File: src/rtl/pkts_from_ddr_sm.sv
// pkts_from_ddr_sm: fetches one frame of beats from DDR through an Avalon-MM read master
// and forwards the beats as a NoC packet stream with sop/eop marking. A read is issued only
// when a response-buffer slot is already reserved for it, so the buffer never overflows.
// Build option: define DDR_RD_STATS_EN to add the stat_frames/stat_beats counters.
module pkts_from_ddr_sm #(
   parameter int unsigned AVL_ADDR_WIDTH     = 29,
   parameter int unsigned AVL_DATA_WIDTH     = 512,
   parameter int unsigned FRAME_ID_WIDTH     = 32,
   parameter int unsigned BIN_ADDR_WIDTH     = 8,
   parameter int unsigned FRAME_OFFSET_WIDTH = 5,
   parameter int unsigned RSP_FIFO_DEPTH     = 8,
   localparam int unsigned WIDTH_PKT         = AVL_DATA_WIDTH + 2 + FRAME_ID_WIDTH
) (
   input  logic                          clk,
   input  logic                          rst,
   // frame request
   input  logic                          req_valid,
   output logic                          req_ready,
   input  logic [BIN_ADDR_WIDTH-1:0]     req_bin,
   input  logic [FRAME_OFFSET_WIDTH:0]   req_len,
   input  logic [FRAME_ID_WIDTH-1:0]     req_frame_id,
   // Avalon-MM master
   output logic [AVL_ADDR_WIDTH-1:0]     avl_address,
   output logic                          avl_read,
   output logic                          avl_write,
   output logic [AVL_DATA_WIDTH-1:0]     avl_writedata,
   output logic [AVL_DATA_WIDTH/8-1:0]   avl_byteenable,
   input  logic                          avl_waitrequest,
   input  logic [AVL_DATA_WIDTH-1:0]     avl_readdata,
   input  logic                          avl_readdatavalid,
   // NoC output
   output logic [WIDTH_PKT-1:0]          noc_data_out,
   output logic [3:0]                    noc_valid_out,
   output logic [3:0]                    noc_sop_out,
   output logic [3:0]                    noc_eop_out,
   input  logic                          noc_ready_in
`ifdef DDR_RD_STATS_EN
   ,
   output logic [31:0]                   stat_frames,
   output logic [31:0]                   stat_beats
`endif
);

   localparam int unsigned LEN_W = FRAME_OFFSET_WIDTH + 1;
   localparam int unsigned PTR_W = $clog2(RSP_FIFO_DEPTH);
   localparam int unsigned CNT_W = PTR_W + 1;
   localparam logic [LEN_W-1:0] MAX_LEN = {1'b1, {FRAME_OFFSET_WIDTH{1'b0}}};
   localparam logic [CNT_W:0]   DEPTH_C = (CNT_W + 1)'(RSP_FIFO_DEPTH);

   localparam logic [1:0] IDLE  = 2'd0;
   localparam logic [1:0] ISSUE = 2'd1;
   localparam logic [1:0] DRAIN = 2'd2;

   logic [1:0]                state_q, state_d;
   logic [BIN_ADDR_WIDTH-1:0] bin_q, bin_d;
   logic [LEN_W-1:0]          len_q, len_d;
   logic [FRAME_ID_WIDTH-1:0] frame_id_q, frame_id_d;
   logic [LEN_W-1:0]          rd_idx_q, rd_idx_d;
   logic [LEN_W-1:0]          rsp_idx_q, rsp_idx_d;
   logic [CNT_W-1:0]          outstanding_q, outstanding_d;
   logic [CNT_W-1:0]          count_q, count_d;
   logic [PTR_W-1:0]          wr_ptr_q, wr_ptr_d;
   logic [PTR_W-1:0]          rd_ptr_q, rd_ptr_d;
   logic [WIDTH_PKT-1:0]      mem_q [RSP_FIFO_DEPTH];

   logic                      rd_accept;
   logic                      rsp_push;
   logic                      fifo_valid;
   logic                      fifo_pop;
   logic [CNT_W:0]            inflight;
   logic [WIDTH_PKT-1:0]      head;
   logic                      head_sop;
   logic                      head_eop;
   logic                      push_sop;
   logic                      push_eop;
   logic [WIDTH_PKT-1:0]      push_word;

   // Handshake decode and response-buffer head view
   always_comb begin
      inflight   = {1'b0, outstanding_q} + {1'b0, count_q};
      avl_read   = (state_q == ISSUE) && (inflight < DEPTH_C);
      rd_accept  = avl_read && !avl_waitrequest;
      // A response with nothing outstanding is a leftover from an abandoned frame
      rsp_push   = avl_readdatavalid && (outstanding_q != '0);
      fifo_valid = (count_q != '0);
      fifo_pop   = fifo_valid && noc_ready_in;
      head       = mem_q[rd_ptr_q];
      head_eop   = head[AVL_DATA_WIDTH];
      head_sop   = head[AVL_DATA_WIDTH+1];
      push_sop   = (rsp_idx_q == '0);
      push_eop   = (rsp_idx_q == len_q - LEN_W'(1));
      push_word  = {frame_id_q, push_sop, push_eop, avl_readdata};
   end

   // Output drive; NoC outputs are forced to zero while the buffer is empty
   always_comb begin
      req_ready      = (state_q == IDLE);
      avl_address    = AVL_ADDR_WIDTH'({bin_q, rd_idx_q[FRAME_OFFSET_WIDTH-1:0]});
      avl_write      = 1'b0;
      avl_writedata  = '0;
      avl_byteenable = '1;
      noc_data_out   = fifo_valid ? head : '0;
      noc_valid_out  = fifo_valid ? 4'b1111 : 4'b0000;
      noc_sop_out    = (fifo_valid && head_sop) ? 4'b0001 : 4'b0000;
      noc_eop_out    = (fifo_valid && head_eop) ? 4'b1000 : 4'b0000;
   end

   // Frame sequencing: accept request, issue reads, wait for the eop beat to leave
   always_comb begin
      state_d    = state_q;
      bin_d      = bin_q;
      len_d      = len_q;
      frame_id_d = frame_id_q;
      rd_idx_d   = rd_idx_q;
      rsp_idx_d  = rsp_idx_q;
      if (rsp_push) begin
         rsp_idx_d = rsp_idx_q + LEN_W'(1);
      end
      case (state_q)
         IDLE: begin
            if (req_valid && (req_len != '0)) begin
               bin_d      = req_bin;
               len_d      = (req_len > MAX_LEN) ? MAX_LEN : req_len;
               frame_id_d = req_frame_id;
               rd_idx_d   = '0;
               rsp_idx_d  = '0;
               state_d    = ISSUE;
            end
         end
         ISSUE: begin
            if (rd_accept) begin
               rd_idx_d = rd_idx_q + LEN_W'(1);
               if (rd_idx_q == len_q - LEN_W'(1)) begin
                  state_d = DRAIN;
               end
            end
         end
         DRAIN: begin
            if (fifo_pop && head_eop) begin
               state_d = IDLE;
            end
         end
         default: state_d = IDLE;
      endcase
   end

   // Outstanding-read and buffer occupancy bookkeeping
   always_comb begin
      outstanding_d = outstanding_q;
      count_d       = count_q;
      wr_ptr_d      = wr_ptr_q;
      rd_ptr_d      = rd_ptr_q;
      case ({rd_accept, rsp_push})
         2'b10:   outstanding_d = outstanding_q + CNT_W'(1);
         2'b01:   outstanding_d = outstanding_q - CNT_W'(1);
         default: outstanding_d = outstanding_q;
      endcase
      case ({rsp_push, fifo_pop})
         2'b10:   count_d = count_q + CNT_W'(1);
         2'b01:   count_d = count_q - CNT_W'(1);
         default: count_d = count_q;
      endcase
      if (rsp_push) begin
         wr_ptr_d = wr_ptr_q + PTR_W'(1);
      end
      if (fifo_pop) begin
         rd_ptr_d = rd_ptr_q + PTR_W'(1);
      end
   end

   // Control state registers
   always_ff @(posedge clk or posedge rst) begin
      if (rst) begin
         state_q       <= IDLE;
         bin_q         <= '0;
         len_q         <= '0;
         frame_id_q    <= '0;
         rd_idx_q      <= '0;
         rsp_idx_q     <= '0;
         outstanding_q <= '0;
         count_q       <= '0;
         wr_ptr_q      <= '0;
         rd_ptr_q      <= '0;
      end else begin
         state_q       <= state_d;
         bin_q         <= bin_d;
         len_q         <= len_d;
         frame_id_q    <= frame_id_d;
         rd_idx_q      <= rd_idx_d;
         rsp_idx_q     <= rsp_idx_d;
         outstanding_q <= outstanding_d;
         count_q       <= count_d;
         wr_ptr_q      <= wr_ptr_d;
         rd_ptr_q      <= rd_ptr_d;
      end
   end

   // Response buffer storage; contents are only observed through count_q
   always_ff @(posedge clk) begin
      if (rsp_push) begin
         mem_q[wr_ptr_q] <= push_word;
      end
   end

`ifdef DDR_RD_STATS_EN
   logic [31:0] stat_frames_q, stat_frames_d;
   logic [31:0] stat_beats_q, stat_beats_d;

   // Wrapping counters of delivered beats and completed frames
   always_comb begin
      stat_frames_d = stat_frames_q;
      stat_beats_d  = stat_beats_q;
      if (fifo_pop) begin
         stat_beats_d = stat_beats_q + 32'd1;
         if (head_eop) begin
            stat_frames_d = stat_frames_q + 32'd1;
         end
      end
   end

   // Statistics registers
   always_ff @(posedge clk or posedge rst) begin
      if (rst) begin
         stat_frames_q <= '0;
         stat_beats_q  <= '0;
      end else begin
         stat_frames_q <= stat_frames_d;
         stat_beats_q  <= stat_beats_d;
      end
   end

   assign stat_frames = stat_frames_q;
   assign stat_beats  = stat_beats_q;
`endif

endmodule

File: config.mk
export PLATFORM = sky130hd
export DESIGN_NAME = pkts_from_ddr_sm
export DESIGN_NICKNAME = d
export VERILOG_FILES = /design/src/rtl/pkts_from_ddr_sm.sv
export SDC_FILE = /design/constraint.sdc
export NUM_CORES = 2
export LEC_CHECK = 0
export BUFFER_PORTS_ARGS = -buffer_cell sky130_fd_sc_hd__buf_2
export CAP_MARGIN = 20
export CORE_AREA = 2 2 667 669
export CTS_CLUSTER_SIZE = 24
export DETAILED_ROUTE_END_ITERATION = 16
export DIE_AREA = 0 0 669 671
export PLACE_DENSITY = 0.56
export SKIP_LAST_GASP = 1
export SYNTH_ARGS = -nofsm -noshare
export SYNTH_HDL_FRONTEND = slang
export SYNTH_MEMORY_MAX_BITS = 65536
export SYNTH_SLANG_ARGS = --single-unit
File: constraint.sdc
create_clock -name clk -period 54 [get_ports clk]
set_clock_uncertainty 0.2 [all_clocks]
set_input_delay 2.7 -clock clk [delete_from_list [all_inputs] [get_ports clk]]
set_output_delay 2.7 -clock clk [all_outputs]
set_load 0.005 [all_outputs]
Yosys cells after proc, flatten, opt, wreduce, memory -nomap -nowiden
Memory sizes are Yosys's and may differ from the RTL's.
Cells that the tools add are included.
{"block": "word_totals", "wordCells": 75, "register_bits": 74, "n_memories": 1, "ram_bits": 4368, "in_bits": 564}
{"block": "classes", "mux": 20, "eq_ne": 12, "n_addsub": 10, "n_reduce_logical": 20, "order_cmp": 2}
{"name": "mem_q", "depth": 8, "width": 546, "rd": 1, "rd_clocked_by_memory_dff": 0, "write_ports": 1, "line_no": "64", "source": "logic [WIDTH_PKT-1:0] mem_q [RSP_FIFO_DEPTH];"}
{"op": "$mux 546", "count": 1}
{"op": "$mux 6", "count": 6}
{"op": "$pmux 4 s2", "count": 2}
{"op": "$add 6x1->6 const B", "count": 2}
{"op": "$eq 6x6->1", "count": 2}
{"op": "$pmux 6 s2", "count": 1}
{"op": "$add 4x1->4 const B", "count": 2}
{"op": "$logic_and 1x1->1", "count": 8}
{"op": "$mux 2", "count": 4}
{"op": "$mux 4", "count": 2}
{"op": "$reduce_bool 4->1", "count": 2}
{"op": "$sub 4x1->4 const B", "count": 2}
{"op": "$add 3x1->3 const B", "count": 2}
{"op": "$eq 2x1->1 const B", "count": 3}
{"op": "$eq 2x2->1 const B", "count": 3}
{"op": "$gt 6x6->1 const B", "count": 1}
{"op": "$logic_not 6->1", "count": 1}
{"op": "$pmux 2 s3", "count": 1}
{"op": "$reduce_bool 2->1", "count": 3}
{"op": "$reduce_bool 6->1", "count": 1}
{"op": "$sub 6x1->6 const B", "count": 1}
{"op": "$add 4x4->5", "count": 1}
{"op": "$lt 5x4->1 const B", "count": 1}
{"op": "$ne 2x1->1 const B", "count": 2}
{"op": "7 further kinds", "count": 10}

Longest topological paths before layout
{"block": "depth", "ltp_word": 6, "mapped_depth": 11, "depth_no_buf": 11}

Least setup slack after synthesis
OpenSTA, ideal clock, no wires.
{"block": "synth_path", "path_type": "input port to flip-flop", "from": "input avl_readdatavalid", "to": "memory mem_q[0][0] (netlist bit), enable pin", "arrival_time_ps": 54113, "n_path_buf": 1, "path_slack_ps": -3100, "required_time_ps": 51013, "path_stages": 3, "cell_sequence": "o41ai_1 > buf_2 > nor4_1"}
{"block": "synth_between", "elab_chain_cells": 3}
{"element": "start, declared", "line_no": "30", "source": "input logic avl_readdatavalid,"}
{"element": "$logic_and 1x1->1", "line_no": "84", "source": "rsp_push = avl_readdatavalid && (outstanding_q != '0);"}
{"element": "$mux 1", "line_no": "200", "source": "if (rsp_push) begin"}
{"element": "$mux 1 (implied by the code)", "line_no": "201", "source": "mem_q[wr_ptr_q] <= push_word;"}
{"element": "end, declared", "line_no": "64"}
No other way between the ends.

Worst setup path after layout
{"block": "layout_path", "from": "register rd_ptr_q[0]", "to": "output noc_data_out[273]"}
{"block": "layout_between", "elab_chain_cells": 2}
{"element": "start, declared", "line_no": "63", "source": "logic [PTR_W-1:0] rd_ptr_q, rd_ptr_d;"}
{"element": "start signal, assigned", "line_no": "194", "source": "rd_ptr_q <= rd_ptr_d;"}
{"element": "$mem_v2 8x546"}
{"element": "$mux 546", "line_no": "102", "source": "noc_data_out = fifo_valid ? head : '0;"}
{"element": "end, declared", "line_no": "32", "source": "output logic [WIDTH_PKT-1:0] noc_data_out,"}
No other way between the ends.

==> results.sh <==
export IMPL_status="complete, no violations"
export IMPL_netlist_area_leader_share_pct=75.7
export IMPL_syn2layout_area_growth_pct=14.4
export IMPL_grt_usage_pct=19.4
export IMPL_syn_area_sq_um=173000
export IMPL_synth_area_top_cells="edfxtp_1, mux4_2, mux2i_1"
export IMPL_wl_per_cell_um=28.5
export IMPL_antenna_found_initial=252
export IMPL_cts_max_path_buffers=4
export IMPL_ctsHoldBuffers=0
export IMPL_grt_start_max_net_pins=146
export IMPL_cp_top_family="buffers and inverters"
export IMPL_io_pins=1730
export IMPL_fin_util_pct=45.0
export IMPL_cts_tree="done"
export IMPL_ys_seq_area_share_pct=76.7
export IMPL_worstPathMaxFanout=105
export IMPL_place_area_sq_um=184000
export IMPL_numPortBuffers=1130
export IMPL_gp_congestion=0.790
export IMPL_hold_viol=0
export IMPL_hold_start="bin_q[2]"
export IMPL_dr_pass1_iters=5
export IMPL_viasPerCell=5.16
export IMPL_die_area_sq_um=449000
export IMPL_end_kind="output pin"
export IMPL_dp_cells=14700
export IMPL_cts_clk_slew_worst_paths_ns=0.06
export IMPL_crit_chain="buf_4 -> buf_4 -> buf_12 -> buf_4 -> buf_4 -> mux4_2 -> mux2i_1 -> nor2_1 -> buf_2"
export IMPL_grt_pass1_vias=82900
export IMPL_worstSkewPairLatency_ns=1.00
export IMPL_fin_setup_tns_ns=0
export IMPL_route_detailed_drc=0
export IMPL_initial_core_util_pct=39.3
export IMPL_rows=244
export IMPL_peakVddDrop_mv=0.0469
export IMPL_fin_area_sq_um=198000
export IMPL_synth_commonest_cells="edfxtp_1, mux4_2, buf_4"
export IMPL_grt_pass1_wl_um=629000
export IMPL_synth_cell_types=46
export IMPL_wirelength_um=446000
export IMPL_critPathArrivalTime_ns=7.18
export IMPL_post_cts_buffers=0
export IMPL_cts_buffers=455
export IMPL_ys_flop_type="edfxtp_1"
export IMPL_max_stage_delay_ns=0.91
export IMPL_worst_setup_path_type="reg -> out"
export IMPL_r2r_end="mem_q[7][124]"
export IMPL_clock_sinks=4442
export IMPL_worstReg2RegStart="outstanding_q[0]"
export IMPL_layout_drive_gt1_share_pct=31.4
export IMPL_htreeDepth=5
export IMPL_syn_avg_cell_area_sq_um=21.9
export IMPL_hp_class="reg -> reg"
export IMPL_finalSetupViolations=0
export IMPL_start_kind="flip-flop"
export IMPL_cts_root_buf="clkbuf_16"
export IMPL_synthArstFlopShare_pct=1.67
export IMPL_max_freq_mhz=99.2
export IMPL_yosysWarningCount=0
export IMPL_synth_cells=7916
export IMPL_fin_crit_ns=10.08
export IMPL_yosys_area_top_type="edfxtp_1"
export IMPL_path_buf_inv=6
export IMPL_critPathLaunch="rd_ptr_q[0]"
export IMPL_post_cts_resized=0
export IMPL_relSlewSlack_pct=22.6
export IMPL_ant_nets=0
export IMPL_coreArea_sq_um=441000
export IMPL_die_h_um=671
export IMPL_rsz0062_at_grt="no"
export IMPL_synth_seq_cells=4442
export IMPL_leakage_nw=67.3
export IMPL_hold_depth=2
export IMPL_tightest_slew_ns=1.16
export IMPL_synth_edf_count=4368
export IMPL_final_cells=15600
export IMPL_layout_setup_ws_ns=43.92
export IMPL_power_total_mw=11.2
export IMPL_grt_overflow=0
export IMPL_min_to="bin_q[2]"
export IMPL_crit_required_ns=51.10
export IMPL_period_share_pct=18.7
export IMPL_dr_first_iter_drc_count=7000
export IMPL_hpwl_um=273000
export IMPL_dr_total_vias=80800
export IMPL_pre_cts_slack_ns=44.58
export IMPL_power_density_nw_per_um2=56.4
export IMPL_path_common_cell="buf_4"
export IMPL_rrSetupSlack_ns=47.59
export IMPL_die_width_um=669
export IMPL_reg2regPathDepth=10
export IMPL_crit_slowest_cell="buf_4"
export IMPL_drv_cap=0
export IMPL_yosysMostFrequentCell="edfxtp_1"
export IMPL_maxSlewViolCount=0
export IMPL_nNetsFinal=9864
export IMPL_hold_slack_ns=0.286
[power breakdown]
| group | internal [mW] | switching [mW] | leakage (nW) | total, mW |
|---|---|---|---|---|
| logic | 1.46 | 2.20 | 19.7 | 3.66 |
| registers | 4.35 | 0.157 | 40.6 | 4.51 |
| clock network | 1.68 | 1.32 | 6.99 | 3.01 |
[cell usage in the layout (no fill, tap or decap), types with 17 or more instances in the layout]
cell type	n
clkbuf_1	91
clkinv_16	19
clkinv_1	124
buf_4	146
dfrtp_1	71
clkbuf_16	456
buf_12	21
clkinv_2	95
mux4_2	1092
inv_1	17
xnor2_1	25
nor2_1	561
diode_2	77
mux2i_1	547
nand2_1	145
buf_2	1130
conb_1	599
edfxtp_1	4368
bufinv_16	25
[layer usage]
layer | GRT usage [%] | part of all wire [%]
met1 | 23.3 | 37
met2 | 34.0 | 52
met3 | 4.50 | 6.4
met4 | 7.22 | 4.0
met5 | 0 | 0.14
[worst register-to-register path, cell delays in order (launching register included)]
cell and delay (ns):
dfrtp_1 0.44, o41ai_2 0.11, buf_4 0.20, clkinv_1 0.17
nand2_1 0.23, nor2_4 0.83, buf_4 0.66, buf_4 0.70
buf_4 0.77, buf_4 0.85, buf_4 0.75
[registers in the layout, summed over array words and instances (netlist names)]
register       flops
wr_ptr_q           3
outstanding_q      4
state_q            2
frame_id_q        32
bin_q              8
rsp_idx_q          6
count_q            4
rd_ptr_q           3
mem_q           4368
len_q              6
rd_idx_q           6
[logic make-up (layout without fill, tap and decap cells)]
| kind of cell | Yosys count | after routing | share of synthesized area [%] |
|---|---|---|---|
| flip-flops | 4442 | 4442 | 76.7 |
| multiplexers | 1640 | 1640 | 17.3 |
| buffers and inverters | 1005 | 2160 | 3.81 |
| AND/OR/NAND/NOR | 749 | 749 | 1.70 |
| XOR/XNOR | 34 | 34 | 0.180 |
| AO/OA/AOI/OAI | 27 | 27 | 0.105 |
| adder cells (fa/ha/maj) | 17 | 17 | 0.131 |
| other | 2 | 676 | 0.00433 |
[layout make-up]
class | count | area, sq um
Fill cell | 37200 | 243000
Sequential cell | 4442 | 133000
Multi-Input combinational cell | 3066 | 36100
Clock buffer | 553 | 11800
Tap cell | 5904 | 7390
Timing Repair Buffer | 1299 | 7210
Clock inverter | 289 | 2550
Antenna cell | 77 | 193
Inverter | 19 | 72.6
[worst max-delay path by stage]
stage	slack, ns	cells after the start	endpoint
after detailed placement	44.58	9	noc_data_out[266]
after global routing	43.15	9	noc_data_out[266]
after floorplan	11.88	3	mem_q[1][0]
after CTS	43.50	9	noc_data_out[266]
after global placement	44.64	9	noc_data_out[255]
final	43.92	9	noc_data_out[273]
(Power assumes the default switching activity.)
